**src/rtl/ddr3_wr_pkg.sv**
```systemverilog
`default_nettype none
// ---------------------------------------------------------------------------
// Module   : ddr3_wr_pkg
// Purpose  : Shared types, default geometry and encoding helpers for the
//            DDR3 write-burst controller.
// Revision : 1.0 - initial release
// ---------------------------------------------------------------------------
package ddr3_wr_pkg;

  // Controller state: gather a burst, present its address, stream its beats
  typedef enum logic [1:0] {
    ST_IDLE = 2'd0,
    ST_FILL = 2'd1,
    ST_ADDR = 2'd2,
    ST_DATA = 2'd3
  } state_t;

  // Default geometry (128-bit beats, 16-beat bursts)
  localparam int DEF_DATA_W     = 128;
  localparam int DEF_ADDR_W     = 28;
  localparam int DEF_BURST_LEN  = 16;
  localparam int BYTES_PER_BEAT = DEF_DATA_W / 8;
  localparam int BURST_BYTES    = DEF_BURST_LEN * BYTES_PER_BEAT;

  // Bytes carried by one data beat
  function automatic int beat_bytes(input int data_w);
    return data_w / 8;
  endfunction

  // Byte distance between consecutive burst start addresses
  function automatic int burst_bytes(input int data_w, input int burst_len);
    return burst_len * beat_bytes(data_w);
  endfunction

  // AXI AWLEN field: beats minus one
  function automatic logic [7:0] awlen_enc(input int burst_len);
    return 8'(burst_len - 1);
  endfunction

endpackage
`default_nettype wire

```
**src/rtl/ddr3_wr_burst_buf.sv**
```systemverilog
`default_nettype none
// ---------------------------------------------------------------------------
// Module   : ddr3_wr_burst_buf
// Purpose  : BURST_LEN x DATA_W burst staging register file. One write port
//            indexed by the fill count, one asynchronous read port indexed by
//            the beat being presented. Contents are not reset.
// Revision : 1.0 - initial release
// ---------------------------------------------------------------------------
module ddr3_wr_burst_buf #(
  parameter int DATA_W    = 128,
  parameter int BURST_LEN = 16
) (
  input  logic                         clk,
  input  logic                         wr_en,
  input  logic [$clog2(BURST_LEN)-1:0] wr_idx,
  input  logic [DATA_W-1:0]            wr_data,
  input  logic [$clog2(BURST_LEN)-1:0] rd_idx,
  output logic [DATA_W-1:0]            rd_data
);

  logic [DATA_W-1:0] mem [BURST_LEN];

  // Capture each popped FIFO word at its fill position
  always_ff @(posedge clk) begin
    if (wr_en) begin
      mem[wr_idx] <= wr_data;
    end
  end

  assign rd_data = mem[rd_idx];

endmodule
`default_nettype wire

```
**src/rtl/ddr3_wr_burst_ctrl.sv**
```systemverilog
`default_nettype none
// ---------------------------------------------------------------------------
// Module   : ddr3_wr_burst_ctrl
// Purpose  : Drains the prefetch write FIFO into BURST_LEN-beat buffers and
//            issues each as one AXI INCR write burst. Burst start addresses
//            advance linearly and wrap inside [ADDR_BASE, ADDR_END).
//            Optional feature macro DDR_WR_TIMEOUT_EN adds a stall counter and
//            a sticky wr_timeout output.
// Revision : 1.0 - initial release
// ---------------------------------------------------------------------------
module ddr3_wr_burst_ctrl
  import ddr3_wr_pkg::*;
#(
  parameter int                DATA_W    = DEF_DATA_W,
  parameter int                ADDR_W    = DEF_ADDR_W,
  parameter int                BURST_LEN = DEF_BURST_LEN,
  parameter logic [ADDR_W-1:0] ADDR_BASE = '0,
  parameter logic [ADDR_W-1:0] ADDR_END  = 28'h0100000
) (
  input  logic                  clk,
  input  logic                  rst_n,
  input  logic                  en,
  input  logic                  addr_clr,
  output logic                  fifo_rd_en,
  input  logic                  fifo_rd_vld,
  input  logic [DATA_W-1:0]     fifo_rd_data,
  output logic [ADDR_W-1:0]     axi_awaddr,
  output logic [7:0]            axi_awlen,
  output logic                  axi_awvalid,
  input  logic                  axi_awready,
  output logic [DATA_W-1:0]     axi_wdata,
  output logic [DATA_W/8-1:0]   axi_wstrb,
  output logic                  axi_wvalid,
  output logic                  axi_wlast,
  input  logic                  axi_wready,
  output logic                  burst_done,
  output logic [31:0]           burst_cnt,
`ifdef DDR_WR_TIMEOUT_EN
  output logic                  wr_timeout,
`endif
  output logic                  busy
);

  localparam int                IDX_W    = $clog2(BURST_LEN);
  localparam int                CNT_W    = IDX_W + 1;
  localparam int                AW1      = ADDR_W + 1;
  localparam int                BB       = burst_bytes(DATA_W, BURST_LEN);
  localparam logic [CNT_W-1:0]  CNT_FULL = CNT_W'(BURST_LEN);
  localparam logic [CNT_W-1:0]  CNT_LAST = CNT_W'(BURST_LEN - 1);
  localparam logic [IDX_W-1:0]  IDX_LAST = IDX_W'(BURST_LEN - 1);

  state_t            state;
  logic [CNT_W-1:0]  cnt;
  logic [IDX_W-1:0]  idx;
  logic [IDX_W-1:0]  idx_nxt;
  logic [IDX_W-1:0]  rd_idx;
  logic [DATA_W-1:0] rd_data;
  logic [ADDR_W-1:0] next_addr;
  logic [AW1-1:0]    addr_sum;
  logic [ADDR_W-1:0] addr_adv;
  logic              clr_ok;

  assign axi_awlen = awlen_enc(BURST_LEN);
  assign axi_wstrb = '1;
  assign busy      = (state != ST_IDLE);

  // First-word-fall-through pop: only while gathering and room remains
  assign fifo_rd_en = (state == ST_FILL) && fifo_rd_vld && en && (cnt < CNT_FULL);

  // A clear is honoured only while no burst data is held
  assign clr_ok = addr_clr && ((state == ST_IDLE) || ((state == ST_FILL) && (cnt == '0)));

  // Read port looks one beat ahead so axi_wdata can be registered
  assign idx_nxt = idx + IDX_W'(1);
  assign rd_idx  = (state == ST_DATA) ? idx_nxt : '0;

  // Next burst address with one spare bit so the ring-end compare cannot wrap
  always_comb begin
    addr_sum = {1'b0, next_addr} + AW1'(BB);
    addr_adv = (addr_sum >= {1'b0, ADDR_END}) ? ADDR_BASE : addr_sum[ADDR_W-1:0];
  end

  ddr3_wr_burst_buf #(
    .DATA_W    (DATA_W),
    .BURST_LEN (BURST_LEN)
  ) u_buf (
    .clk     (clk),
    .wr_en   (fifo_rd_en),
    .wr_idx  (cnt[IDX_W-1:0]),
    .wr_data (fifo_rd_data),
    .rd_idx  (rd_idx),
    .rd_data (rd_data)
  );

  // Burst sequencer: fill, address phase, data phase, with registered outputs
  always_ff @(posedge clk or negedge rst_n) begin
    if (!rst_n) begin
      state       <= ST_IDLE;
      cnt         <= '0;
      idx         <= '0;
      next_addr   <= ADDR_BASE;
      axi_awaddr  <= ADDR_BASE;
      axi_awvalid <= 1'b0;
      axi_wvalid  <= 1'b0;
      axi_wlast   <= 1'b0;
      axi_wdata   <= '0;
      burst_done  <= 1'b0;
      burst_cnt   <= '0;
    end else begin
      burst_done <= 1'b0;
      if (clr_ok) begin
        next_addr <= ADDR_BASE;
      end
      case (state)
        ST_IDLE: begin
          if (en) begin
            state <= ST_FILL;
          end
        end
        ST_FILL: begin
          if (fifo_rd_en) begin
            cnt <= cnt + CNT_W'(1);
            if (cnt == CNT_LAST) begin
              state       <= ST_ADDR;
              axi_awvalid <= 1'b1;
              axi_awaddr  <= next_addr;
            end
          end else if (!en && (cnt == '0)) begin
            state <= ST_IDLE;
          end
        end
        ST_ADDR: begin
          if (axi_awready) begin
            axi_awvalid <= 1'b0;
            axi_wvalid  <= 1'b1;
            axi_wdata   <= rd_data;
            axi_wlast   <= (IDX_LAST == '0);
            idx         <= '0;
            state       <= ST_DATA;
          end
        end
        ST_DATA: begin
          if (axi_wready) begin
            if (axi_wlast) begin
              axi_wvalid <= 1'b0;
              axi_wlast  <= 1'b0;
              burst_done <= 1'b1;
              burst_cnt  <= burst_cnt + 32'd1;
              cnt        <= '0;
              if (!clr_ok) begin
                next_addr <= addr_adv;
              end
              state <= en ? ST_FILL : ST_IDLE;
            end else begin
              idx       <= idx_nxt;
              axi_wdata <= rd_data;
              axi_wlast <= (idx_nxt == IDX_LAST);
            end
          end
        end
        default: begin
          state <= ST_IDLE;
        end
      endcase
    end
  end

`ifdef DDR_WR_TIMEOUT_EN
  logic [15:0] stall_cnt;
  logic        any_hs;
  logic        stalled;

  assign any_hs  = (axi_awvalid && axi_awready) || (axi_wvalid && axi_wready);
  assign stalled = ((state == ST_ADDR) && !axi_awready) ||
                   ((state == ST_DATA) && !axi_wready);

  // Count consecutive stalled cycles; saturation latches a sticky timeout
  always_ff @(posedge clk or negedge rst_n) begin
    if (!rst_n) begin
      stall_cnt  <= '0;
      wr_timeout <= 1'b0;
    end else begin
      if (any_hs) begin
        stall_cnt <= '0;
      end else if (stalled && (stall_cnt != 16'hFFFF)) begin
        stall_cnt <= stall_cnt + 16'd1;
      end
      if (stall_cnt == 16'hFFFF) begin
        wr_timeout <= 1'b1;
      end
    end
  end
`endif

endmodule
`default_nettype wire

```
**config.mk**
```make
export PLATFORM = sky130hd
export DESIGN_NAME = ddr3_wr_burst_ctrl
export DESIGN_NICKNAME = d
export VERILOG_FILES = /design/src/rtl/ddr3_wr_pkg.sv /design/src/rtl/ddr3_wr_burst_buf.sv /design/src/rtl/ddr3_wr_burst_ctrl.sv
export SDC_FILE = /design/constraint.sdc
export NUM_CORES = 2
export LEC_CHECK = 0
export CAP_MARGIN = 20
export CORE_MARGIN = 2
export CORE_UTILIZATION = 38
export DETAILED_ROUTE_END_ITERATION = 16
export DONT_BUFFER_PORTS = 1
export PLACE_DENSITY = 0.58
export SLEW_MARGIN = 10
export SYNTH_ARGS = -nofsm -noshare
export SYNTH_HDL_FRONTEND = slang
export SYNTH_SLANG_ARGS = --single-unit
```
**constraint.sdc**
```tcl
create_clock -name clk -period 24.3 [get_ports clk]
set_input_delay 0 -clock clk [delete_from_list [all_inputs] [get_ports clk]]
set_output_delay 0 -clock clk [all_outputs]
set_load 0.01 [all_outputs]
```
==> results_dict.tcl <==
set metrics [dict create \
    outcome "finished, final reports clean" \
    hp-class "input port to flop" \
    max_freq_mhz 177 \
    maxUsedRoutingLayer "met5" \
    slew_viol_final 0 \
    grt_first_pass_wirelength_um 355000 \
    placementRows 176 \
    clk_latency_ps 920 \
    ff_latch_area_um2 67300 \
    grt_setup_unrepaired "no" \
    clock_path_buffers 3 \
    fin_crit_sh_pct 23.2 \
    slowest_stage "buf_4" \
    drc 0 \
    die_w_um 485 \
    die_h_um 485 \
    avgSynthCellArea_um2 15.3 \
    finalWirelength_um 243000 \
    yosysTopAreaCell "edfxtp_1" \
    peakVddDrop_uv 68.2 \
    port-buffer-count 0 \
    drive_above_1_share_pct 10.8 \
    finish.utilization_pct 43.6 \
    clock-root-buffer "clkbuf_16" \
    fin_worst_skew_ps 66.7 \
    p_int_uw 6560 \
    tightest_slew_ps 1130 \
    crit_path_max_incr_delay_ps 890 \
    multi_input_area_um2 19000 \
    ys_top_cells_by_area "edfxtp_1 70%, dfrtp_1 6.6%, nand2_1 5.0%" \
    numCtsBuffers 230 \
    timing.critical_path.mode_cell "buf_4" \
    dp_hpwl_um 116000 \
    setup_tns_ps 0 \
    synth-async-reset-ratio_pct 10.1 \
    cts_max_level 4 \
    power.leakage_uw 0.0331 \
    criticalPathCategory "flop to flop" \
    syn_area_um2 87900 \
    stdcell_count 9077 \
    finalNetCount 5976 \
    wl_per_cell_um 26.8 \
    arrival_ps 6450 \
    die_area_um2 235000 \
    synth_cells 5733 \
    powerDensity_nw_per_um2 86.2 \
    drtIter0Drc 5366 \
    finalHoldViolCount 0 \
    grt_pass1_vias 50700 \
    fillers 20400 \
    start_util_pct 38.2 \
    synth_cell_types 64 \
    worst_setup_path_end_kind "flop" \
    grt_overflow_total 0 \
    dr_total_vias 50800 \
    num_io_pins 353 \
    dp_cells 8477 \
    setup_violations 0 \
    place_congestion 0.762 \
    crit_path_max_fanout 81 \
    path_delay_family "buffers and inverters" \
    core_area_um2 230000 \
    grt_max_degree 232 \
    cp-start-kind "flop" \
    switching_power_uw 2080 \
    p_clk_share_pct 40.3 \
    critPathBufInv 4 \
    post-route-min-period_ps 5640 \
    clock_sinks 2279 \
    yosys_warnings 0 \
    grt_usage_pct 20.4 \
    clk_pin_slew_ps 60 \
    drv_cap 0 \
    pwr-share-seq_pct 53.8 \
    path_cells "and3_2, mux2i_4, buf_4, buf_4, buf_4, buf_4, nand2_1, and3_1, a2111oi_0, a211o_1" \
    netlist.area_leader.share_pct 70.0 \
    critPathRequiredTime_ps 25110 \
    synth_edf_count 2048 \
    yosysSeqAreaShare_pct 76.6 \
    combPwrFrac_pct 5.9 \
    dr_wl_met3_um 16400 \
    p_sw_share_pct 24.1 \
    cts_resized 0 \
    dr_wl_met2_um 120000 \
    synthFlopType "edfxtp_1" \
    synth-seq-cells 2279 \
    postRouteAntennaNets 0 \
    cts_tree "yes" \
    wl_met1_um 100000 \
    vias_per_cell 5.60 \
    dr.pass1.iters 6 \
    syn_to_final_growth_pct 14.0 \
    grt_antenna_before_repair 34 \
    worst_slew_margin_rel_pct 24.4 \
]
[power by group through the flow]
stage	Sequential, uW	Clock (uW)	Combinational (uW)
after global placement	4730	0	432
after floorplan	4590	0	321
after detailed placement	4730	0	443
after global routing	4660	3690	559
after CTS	4650	3540	520
final	4640	3480	512
[area by class of cell]
| type | instances | share of cell area [%] |
|---|---|---|
| Antenna cell | 13 | 0.0325 |
| Inverter | 14 | 0.0525 |
| Timing Repair Buffer | 245 | 2.47 |
| Clock inverter | 103 | 1.03 |
| Multi-Input combinational cell | 3062 | 19.0 |
| Tap cell | 3026 | 3.78 |
| Clock buffer | 335 | 6.46 |
| Sequential cell | 2279 | 67.2 |
[layer usage]
layer	GRT usage (%)	vias to the layer above
met5	0	-
met4	5.49	18
met3	4.05	367
met2	34.6	1743
met1	26.7	26500
li1	-	22100
[placed cells by master, fill, tap and decap left out, drive strengths merged, types with 12 or more instances in the layout]
cell,count
a211oi,12
a21oi,329
a311oi,52
a31oi,49
a32oi,79
and3,51
buf,99
clkbuf,335
clkinv,84
conb,24
dfrtp,231
diode,13
dlygate4sd3,146
edfxtp,2048
inv,17
mux2,29
mux2i,85
mux4,123
nand2,1171
nand3,361
nand4,19
nor2,117
nor2b,15
nor3,14
o211ai,79
o21ai,99
o221ai,145
o2bb2a,78
xnor2,26
[path summary, 6_finish.rpt]
path                             startpoint           endpoint  slack (ps)  cells after the start
max                                  idx[0]      axi_wdata[52]       18660                     10
min                        fifo_rd_data[65]  u_buf.mem[10][65]          80                      1
max reg2reg                          idx[0]      axi_wdata[52]       18660                     10
min reg2reg                    next_addr[3]       next_addr[3]         480                      1
max in group asynchronous             rst_n       burst_cnt[2]       22360                      5
min in group asynchronous             rst_n      axi_wdata[24]         280                      3
[through the flow]
stage / hold WS [ps] / setup slack, ps / instance area [um^2] / total power, uW
after floorplan: -296 / 13670 / 88000 / 4910
after global placement: -271 / 18770 / 91000 / 5170
after detailed placement: -270 / 18650 / 91100 / 5180
after CTS: 0.930 / 18620 / 100000 / 8720
after global routing: 47.5 / 18370 / 100000 / 8910
final: 77.0 / 18660 / 100000 / 8640
[cells in the mapped netlist, types with 10 or more instances]
cell type  instances
nor2_1           116
buf_1             37
a31oi_1           49
clkbuf_1         225
o21ai_0           16
mux2_2            28
xnor2_1           26
and3_1            50
o211ai_1          79
buf_6             11
xor2_1            10
mux2i_1           85
o21ai_1           83
nor2b_1           15
nor3_1            10
a311oi_1          52
o2bb2a_1          78
a32oi_1           79
a211oi_1          12
o221ai_1         145
edfxtp_1        2048
mux4_2           123
nand2_1         1171
nand3_1          360
buf_4             39
a21oi_1          329
inv_1             12
nand4_1           16
a2111oi_0         11
buf_2             88
and2_1            10
dfrtp_1          231
[cells by family after synthesis]
group / after synthesis / synth area share (%)
flip-flops: 2279 / 76.6
AND/OR/NAND/NOR: 1789 / 8.66
XOR/XNOR: 37 / 0.377
other: 2 / 0.00855
multiplexers: 237 / 4.50
adder cells (fa/ha/maj): 9 / 0.128
buffers and inverters: 414 / 2.15
AO/OA/AOI/OAI: 966 / 7.61
[what timing repair did]
action	CTS	global route
hold buffers	146	1
buffers inserted	0	0
hold endpoints to repair	2361	45
[registers in the layout, summed over array words and instances, names as in the netlist, named ones only]
name / cells
axi_awaddr: 28
state: 1
burst_done: 1
burst_cnt: 32
u_buf.mem: 2048
cnt: 5
axi_wlast: 1
next_addr: 28
axi_awvalid: 1
axi_wdata: 128
axi_wvalid: 1
idx: 4
(Power assumes the default switching activity.)
